<file path="src/rtl/ram_arbiter_pkg.sv">
// Shared types for the SRAM arbiter: FSM states, master ids, operation kinds.
// Round-robin arbitration is enabled by defining RAM_ARBITER_ROUND_ROBIN_EN.
package ram_arbiter_pkg;

  typedef enum logic [1:0] {
    ST_IDLE   = 2'd0,
    ST_ACCESS = 2'd1,
    ST_DONE   = 2'd2
  } state_e;

  typedef enum logic {
    MASTER_IBUS = 1'b0,
    MASTER_DBUS = 1'b1
  } master_e;

  typedef enum logic {
    OP_READ  = 1'b0,
    OP_WRITE = 1'b1
  } op_e;

  localparam logic [31:0] ZERO_WORD = 32'h0000_0000;

endpackage

</file>
<file path="src/rtl/ram_arbiter_grant.sv">
// Combinational winner selection between ibus and dbus.
// With RAM_ARBITER_ROUND_ROBIN_EN, contention goes to the master not granted last; otherwise dbus wins.
module ram_arbiter_grant
  import ram_arbiter_pkg::*;
(
  input  logic    ibus_req_i,
  input  logic    dbus_req_i,
`ifdef RAM_ARBITER_ROUND_ROBIN_EN
  input  master_e last_grant_i,
`endif
  output master_e grant_o
);

  always_comb begin
    grant_o = MASTER_IBUS;
    if (ibus_req_i && dbus_req_i) begin
`ifdef RAM_ARBITER_ROUND_ROBIN_EN
      if (last_grant_i == MASTER_IBUS) grant_o = MASTER_DBUS;
      else                             grant_o = MASTER_IBUS;
`else
      grant_o = MASTER_DBUS;
`endif
    end else if (dbus_req_i) begin
      grant_o = MASTER_DBUS;
    end
  end

endmodule

</file>
<file path="src/rtl/ram_arbiter.sv">
// Shares one SRAM port between ibus (read-only) and dbus (read/write), one access at a time.
// Define RAM_ARBITER_ROUND_ROBIN_EN for round-robin contention; default build gives dbus priority.
module ram_arbiter
  import ram_arbiter_pkg::*;
#(
  parameter int ADDR_WIDTH  = 20,
  parameter int WAIT_CYCLES = 2
) (
  input  logic                  clk,
  input  logic                  rst_n,
  input  logic                  ibus_read,
  input  logic [31:0]           ibus_address,
  output logic [31:0]           ibus_data_rd,
  output logic                  ibus_stall,
  input  logic                  dbus_read,
  input  logic                  dbus_write,
  input  logic [31:0]           dbus_address,
  input  logic [31:0]           dbus_data_wr,
  input  logic [3:0]            dbus_mask,
  output logic [31:0]           dbus_data_rd,
  output logic                  dbus_stall,
  output logic [ADDR_WIDTH-1:0] sram_addr,
  output logic [31:0]           sram_data_out,
  input  logic [31:0]           sram_data_in,
  output logic                  sram_data_oe,
  output logic [3:0]            sram_be_n,
  output logic                  sram_ce_n,
  output logic                  sram_oe_n,
  output logic                  sram_we_n,
  output state_e                dbg_state_o
);

  localparam int CW = $clog2(WAIT_CYCLES + 1);
  localparam logic [CW-1:0] LAST_CNT = CW'(WAIT_CYCLES - 1);

  state_e                state_q, state_d;
  logic [CW-1:0]         cnt_q, cnt_d;
  master_e               grant_q;
  op_e                   op_q;
  logic [ADDR_WIDTH-1:0] addr_q;
  logic [31:0]           wdata_q;
  logic [3:0]            mask_q;
  logic [31:0]           ibus_rd_q;
  logic [31:0]           dbus_rd_q;
  master_e               win;
  logic                  ibus_req, dbus_req, start, last_edge;
  logic                  unused_addr_bits;

  assign ibus_req  = ibus_read;
  assign dbus_req  = dbus_read | dbus_write;
  assign start     = (state_q == ST_IDLE) && (ibus_req || dbus_req);
  assign last_edge = (state_q == ST_ACCESS) && (cnt_q == LAST_CNT);

  assign unused_addr_bits = ^{ibus_address[31:ADDR_WIDTH+2], ibus_address[1:0],
                              dbus_address[31:ADDR_WIDTH+2], dbus_address[1:0]};

`ifdef RAM_ARBITER_ROUND_ROBIN_EN
  master_e last_q;

  always_ff @(posedge clk or negedge rst_n) begin
    if (!rst_n)     last_q <= MASTER_IBUS;
    else if (start) last_q <= win;
  end

  ram_arbiter_grant u_grant (
    .ibus_req_i   (ibus_req),
    .dbus_req_i   (dbus_req),
    .last_grant_i (last_q),
    .grant_o      (win)
  );
`else
  ram_arbiter_grant u_grant (
    .ibus_req_i (ibus_req),
    .dbus_req_i (dbus_req),
    .grant_o    (win)
  );
`endif

  always_comb begin
    state_d = state_q;
    cnt_d   = cnt_q;
    case (state_q)
      ST_IDLE: begin
        cnt_d = '0;
        if (ibus_req || dbus_req) state_d = ST_ACCESS;
      end
      ST_ACCESS: begin
        if (cnt_q == LAST_CNT) state_d = ST_DONE;
        else                   cnt_d   = cnt_q + CW'(1);
      end
      ST_DONE: state_d = ST_IDLE;
      default: state_d = ST_IDLE;
    endcase
  end

  always_ff @(posedge clk or negedge rst_n) begin
    if (!rst_n) begin
      state_q <= ST_IDLE;
      cnt_q   <= '0;
    end else begin
      state_q <= state_d;
      cnt_q   <= cnt_d;
    end
  end

  // Request attributes are frozen at grant time so the SRAM sees a stable address/data.
  always_ff @(posedge clk or negedge rst_n) begin
    if (!rst_n) begin
      grant_q <= MASTER_IBUS;
      op_q    <= OP_READ;
      addr_q  <= '0;
      wdata_q <= ZERO_WORD;
      mask_q  <= 4'h0;
    end else if (start) begin
      grant_q <= win;
      op_q    <= ((win == MASTER_DBUS) && dbus_write) ? OP_WRITE : OP_READ;
      addr_q  <= (win == MASTER_IBUS) ? ibus_address[ADDR_WIDTH+1:2]
                                      : dbus_address[ADDR_WIDTH+1:2];
      wdata_q <= dbus_data_wr;
      mask_q  <= dbus_mask;
    end
  end

  always_ff @(posedge clk or negedge rst_n) begin
    if (!rst_n) begin
      ibus_rd_q <= ZERO_WORD;
      dbus_rd_q <= ZERO_WORD;
    end else if (last_edge && (op_q == OP_READ)) begin
      if (grant_q == MASTER_IBUS) ibus_rd_q <= sram_data_in;
      else                        dbus_rd_q <= sram_data_in;
    end
  end

  // Strobes decode from registered state, so an async reset drops them immediately.
  always_comb begin
    sram_ce_n    = 1'b1;
    sram_oe_n    = 1'b1;
    sram_we_n    = 1'b1;
    sram_data_oe = 1'b0;
    sram_be_n    = 4'hF;
    if (state_q == ST_ACCESS) begin
      sram_ce_n = 1'b0;
      if (op_q == OP_WRITE) begin
        sram_be_n    = ~mask_q;
        sram_data_oe = 1'b1;
        sram_we_n    = (cnt_q == LAST_CNT);
      end else begin
        sram_be_n = 4'b0000;
        sram_oe_n = 1'b0;
      end
    end
  end

  assign ibus_stall = ibus_req & ~((state_q == ST_DONE) && (grant_q == MASTER_IBUS));
  assign dbus_stall = dbus_req & ~((state_q == ST_DONE) && (grant_q == MASTER_DBUS));

  assign sram_addr     = addr_q;
  assign sram_data_out = wdata_q;
  assign ibus_data_rd  = ibus_rd_q;
  assign dbus_data_rd  = dbus_rd_q;
  assign dbg_state_o   = state_q;

endmodule

</file>
<file path="config.mk">
export PLATFORM = sky130hd
export DESIGN_NAME = ram_arbiter
export DESIGN_NICKNAME = d
export VERILOG_FILES = /design/src/rtl/ram_arbiter_pkg.sv /design/src/rtl/ram_arbiter_grant.sv /design/src/rtl/ram_arbiter.sv
export SDC_FILE = /design/constraint.sdc
export NUM_CORES = 1
export LEC_CHECK = 0
export ABC_AREA = 0
export BUFFER_PORTS_ARGS = -buffer_cell sky130_fd_sc_hd__buf_4
export CORE_ASPECT_RATIO = 0.5
export CORE_MARGIN = 2
export CORE_UTILIZATION = 30
export DETAILED_ROUTE_END_ITERATION = 10
export GPL_TIMING_DRIVEN = 0
export PLACE_DENSITY = 0.61
export SYNTH_ARGS = -nofsm -noshare
export SYNTH_HDL_FRONTEND = slang
export SYNTH_SLANG_ARGS = --single-unit
</file>
<file path="constraint.sdc">
create_clock -name clk -period 2.1 [get_ports clk]
set_input_delay 0.63 -clock clk [delete_from_list [all_inputs] [get_ports clk]]
set_output_delay 0.63 -clock clk [all_outputs]
set_load 0.02 [all_outputs]
</file>
Word-level counts from Yosys, hierarchy flattened
Index checks and enable logic that the tools add are counted.
- input port bits: 137
- output and inout port bits: 128
- bits in registers: 126
- word-level logic and storage cells: 55
- bitwise logic cells: 8
- eq/ne operators: 6
- multiplexer cells: 17
- $add $sub $neg: 1
- reduce and logical (&&, ||, !) cells: 14
- operators with widths (kind ; number):
    $mux W20 ; 1
    $mux W1 ; 9
    $mux W4 ; 2
    $pmux W2 S2 ; 2
    $reduce_and A2 Y1 ; 4
    $logic_and A1 B1 Y1 ; 7
    $mux W2 ; 3
    $eq A2 B1 Y1 const B ; 2
    $ne A2 B2 Y1 const B ; 2
    $not A1 Y1 ; 4
    $not A4 Y4 ; 1
    $add A2 B1 Y2 const B ; 1
    $and A1 B1 Y1 ; 2
    $eq A2 B2 Y1 const B ; 1
    $logic_not A2 Y1 ; 1
    $ne A2 B1 Y1 const B ; 1
    $reduce_bool A2 Y1 ; 1
    $logic_or A1 B1 Y1 ; 1
    $or A1 B1 Y1 ; 1

Depth between registers and ports, before layout
- depth in word-level cells: 5
- mapped depth: 6
- gate-level depth less buffers: 5

Hierarchy
Synthesis repeated with hierarchy kept, for this count alone.
- cell total of the unflattened synthesis: 314
- area total of the unflattened synthesis: 5036.1 um2
- modules (own cells, without submodules) (module ; cells each ; instances ; seq. area each (um2) ; area an instance (um2)):
    ram_arbiter ; 313 ; 1 ; 3153.0 ; 5032.3
    ram_arbiter_grant ; 1 ; 1 ; 0.0 ; 3.8

Worst setup path before layout
Ideal clock, no wire load.
- path type: input -> register
- start point: input dbus_write
- end point: register mask_q[0]
- buffers on the path: 2
- setup slack: 129 ps
- required time: 1975 ps
- library setup time: 125 ps
- stages on the path: 5
- arrival: 1847 ps
- cells stage by stage: or2_2 > o21ai_1 > buf_2 > buf_4 > mux2_2
- longest elaborated chain between the ends: 3
- RTL lines (item ; line ; text):
    start, declared ; ram_arbiter.sv:16 ; input logic dbus_write,
    $or A1 B1 Y1 ; ram_arbiter.sv:50 ; assign dbus_req = dbus_read | dbus_write;
    $logic_or A1 B1 Y1 ; ram_arbiter.sv:51 ; assign start = (state_q == ST_IDLE) && (ibus_req || dbus_req);
    $logic_and A1 B1 Y1 ; ram_arbiter.sv:51 ;
    end signal, assigned ; ram_arbiter.sv:120 ; mask_q <= dbus_mask;
    end, declared ; ram_arbiter.sv:42 ; logic [3:0] mask_q;
No other way between the ends.
A chain may end at the register's enable or synchronous reset.

Worst setup path after layout
- start point: register state_q[1] (netlist: dbg_state_o[1])
- end point: output sram_we_n
- longest elaborated chain between the ends: 2
- RTL lines (item ; line ; text):
    start, declared ; ram_arbiter.sv:36 ; state_e state_q, state_d;
    start signal, assigned ; ram_arbiter.sv:101 ; state_q <= state_d;
    $eq A2 B1 Y1 ; ram_arbiter.sv:141 ; if (state_q == ST_ACCESS) begin
    $mux W1 ; ram_arbiter.sv:141 ;
    end, declared ; ram_arbiter.sv:29 ; output logic sram_we_n,
No other way between the ends.

==> summary.txt <==
Outcome
  – Status: finished with violations
  – Failing checks: negative setup slack

Worst setup path
  – CP bufs+invs: 2
  – Worst R2R Setup Slack: 140 ps
  – Crit start category: register
  – CP arrival: approximately 1500 ps
  – Cells along the critical path: nor2b_4, inv_4, or3_4, buf_6
  – Delay-heaviest family, CP: simple AND/OR/NAND/NOR gates
  – FF-to-FF Start: dbg_state_o[1]
  – Worst Path Required: 1470 ps
  – RR Endpoint: ibus_data_rd[9]
  – Slowest CP cell: dfrtp_2
  – R2r worst-path depth: 6
  – Crit path launch: dbg_state_o[1]
  – Worst path max stage delay: about 430 ps
  – CP max FO: 5
  – Critical path class: register to output pin
  – Critical Path End Type: output pin

Timing
  – Clock skew: roughly 8.3 ps
  – Max frequency: 0.468 GHz
  – Worst slew margin: a little under two thirds
  – Worst-Margin Slew: 541 ps
  – Finish-stage setup viols: 1
  – RSZ-0062 raised after global routing: true
  – Period utilisation layout: 102%
  – Minimum clock period: 2140 ps
  – Final Max Tran Viols: 0
  – Worst setup margin: -36.3 ps
  – Final hold violations: 0

Pwr
  – Combinational power share: 47.2%
  – Worst vdd ir: 0.882 mV
  – PD cells: around 1800 mW/mm^2
  – Sw Share: roughly 36%
  – Sequential share of power: 31.0%
  – Leakage: 3.68 nW
  – Psw: 5.07 mW
  – Pint: 8.85 mW
  – Tot Pwr: 13.9 mW
  – Clock Power Share: 21.8%

Logic synthesis
  – Synthesized area per cell: approximately 16 um^2
  – Synthesized Nets: between 400 and 500
  – Synth Flop Type: dfrtp_1
  – Register area share after synthesis: 62.7%
  – Largest family of logic cells by synthesized area: multiplexers
  – Synthesis-stage register bit count: 126
  – Mapped Cells: 314
  – Ys Warns: 0
  – Post-Synth Simple-Gate Area: 1.79%
  – EDFF count, synth: 0
  – Netlist cell types: 27
  – Compound-Gate Fraction of Synth Area: 1.72%
  – Synth async-reset ratio: between 90% and 100%
  – Post-Synth XOR/XNOR Area: 0%
  – Mapped Area: 0.00503 mm^2
  – Mux contribution to synthesized area: 31.3%
  – Synth Area in Adders: 0.249%

Cells and area
  – Area Overhead vs Synth: 56.2%
  – Final core occ: approximately 48%
  – Commonest non-fill, non-tap cell in the layout: buf_4
  – Antenna diodes: 0
  – Leading cell types in the layout, fill and taps excluded: buf_4 (249), mux2_2 (132), dfrtp_1 (124)
  – # nets final: 720
  – Share of cells above drive strength 1: 73.1%

Detailed routing
  – Vias: 3,548
  – Residual DRC: 0
  – Drt via density: 4.32
  – Wire length per cell: 16.0 um
  – Routed Antenna Nets: 0
  – DRT Wirelength: 13.2 mm
  – Drt pass-1 iters: 4
  – DRT iter0 DRCs: 128

Placement
  – Port bufs: 240
  – RePlAce Congestion: 0.734
  – DP HPWL: 9.78 mm

Global route
  – GRT Total Usage: approximately 15%
  – Total congestion overflow: 0
  – Pin count of the biggest net entering global routing: 92
  – First-pass GRT wire length: 19.9 mm
  – Vias in the first global route: 3,606
  – Antenna violations before repair: 0

CTS
  – Clock Sinks: about 130
  – CTS clk-pin slew, worst paths: 60 ps
  – Clk buf depth: 2
  – CTS buffer count: 17
  – Root Buffer Master: clkbuf_16
  – CTS tree: yes
  – H-tree levels: 4
  – Clock Latency Late Sink: 410 ps

Floorplanning
  – Die Area: 0.0179 mm^2
  – Die width: roughly 190 um
  – Die Ht: 95.6 um
  – Starting density of the core: 30.7%
  – Core ar.: 0.0164 mm^2
  – Io pins: 265
  – Site row count: 33

Run
  – Max-cap violations: 0

Hold path
  – Min-Delay Path Class: input port to asynchronous set/reset pin
cell families after synthesis:
| family | Yosys count |
|---|---|
| and+or+nand+nor | 13 |
| buffers and inverters | 20 |
| muxes | 140 |
| AOI/OAI and AO/OA | 14 |
| DFF | 126 |
| adders and majority gates | 1 |
how the worst max path moves through the flow:
stage | end | cells after the start
2_1_floorplan | mask_q[0] | 5
3_3_place_gp | sram_addr[12] | 6
3_5_place_dp | sram_addr[18] | 6
4_1_cts | sram_we_n | 4
5_1_grt | sram_we_n | 4
6_report | sram_we_n | 4
per-layer routing:
layer / vias up / GRT usage (%) / share of wire, %
met1: 1807 / 16.5 / 39
met5: - / 0 / 0
met3: 15 / 3.50 / 3.5
met2: 71 / 27.1 / 56
met4: 0 / 5.42 / 1.4
li1: 1655 / - / -
power groups by stage:
stage | clock network (mW) | logic (mW) | registers (mW)
2_1_floorplan | 0 | 2.15 | 5.78
3_3_place_gp | 0 | 6.39 | 4.34
3_5_place_dp | 0 | 6.45 | 4.39
4_1_cts | 3.13 | 6.60 | 4.34
5_1_grt | 3.25 | 6.95 | 4.49
6_report | 3.03 | 6.57 | 4.32
cells in the mapped netlist (2+ instances only):
library cell / n / area [um^2]
mux2_2: 132 / 1490
dfrtp_1: 126 / 3150
mux2_1: 8 / 90.1
buf_2: 7 / 35.0
o21ai_0: 6 / 30.0
inv_1: 4 / 15.0
buf_6: 3 / 33.8
nand2_1: 3 / 11.3
nor2_1: 3 / 11.3
a21oi_1: 2 / 10.0
a22o_1: 2 / 17.5
buf_1: 2 / 7.51
buf_4: 2 / 15.0
registers in the layout, indices dropped and copies added (netlist names):
register	cells
cnt_q	2
dbg_state_o	2
dbus_data_rd	32
mask_q	4
grant_q	1
sram_data_out	32
ibus_data_rd	32
op_q	1
sram_addr	20
timing repair:
action	4_1_cts	5_1_grt
resized for setup	7	3
setup endpoints to repair	4	3
pin swaps	1	0
hold buffers	0	0
setup buffers	6	3
endpoints found under the hold margin	0	0
cell type report:
type                    instances  area, um^2
clock inverters                15         186
clock buffers                  17         425
fillers                      1509        8530
plain buffers                  14        98.8
multi-input cells             168        1780
repair buffers                250        1900
flip-flops and latches        126        3160
well taps                     227         284
inverters                       5        21.3
per-stage QoR:
step	instances	hold slack (ps)	worst slack (ps)	TNS [ps]	instance area, um^2
finish	822	113	-36.3	-36.3	7860
CTS	819	120	-47.7	-47.7	7830
global placement	781	473	-302	-17740	7120
floorplan	314	334	129	0	5030
detailed placement	782	476	-298	-8430	7150
global route	822	126	-83.8	-127	7860
Note: power is estimated with default switching activity, not from simulation.
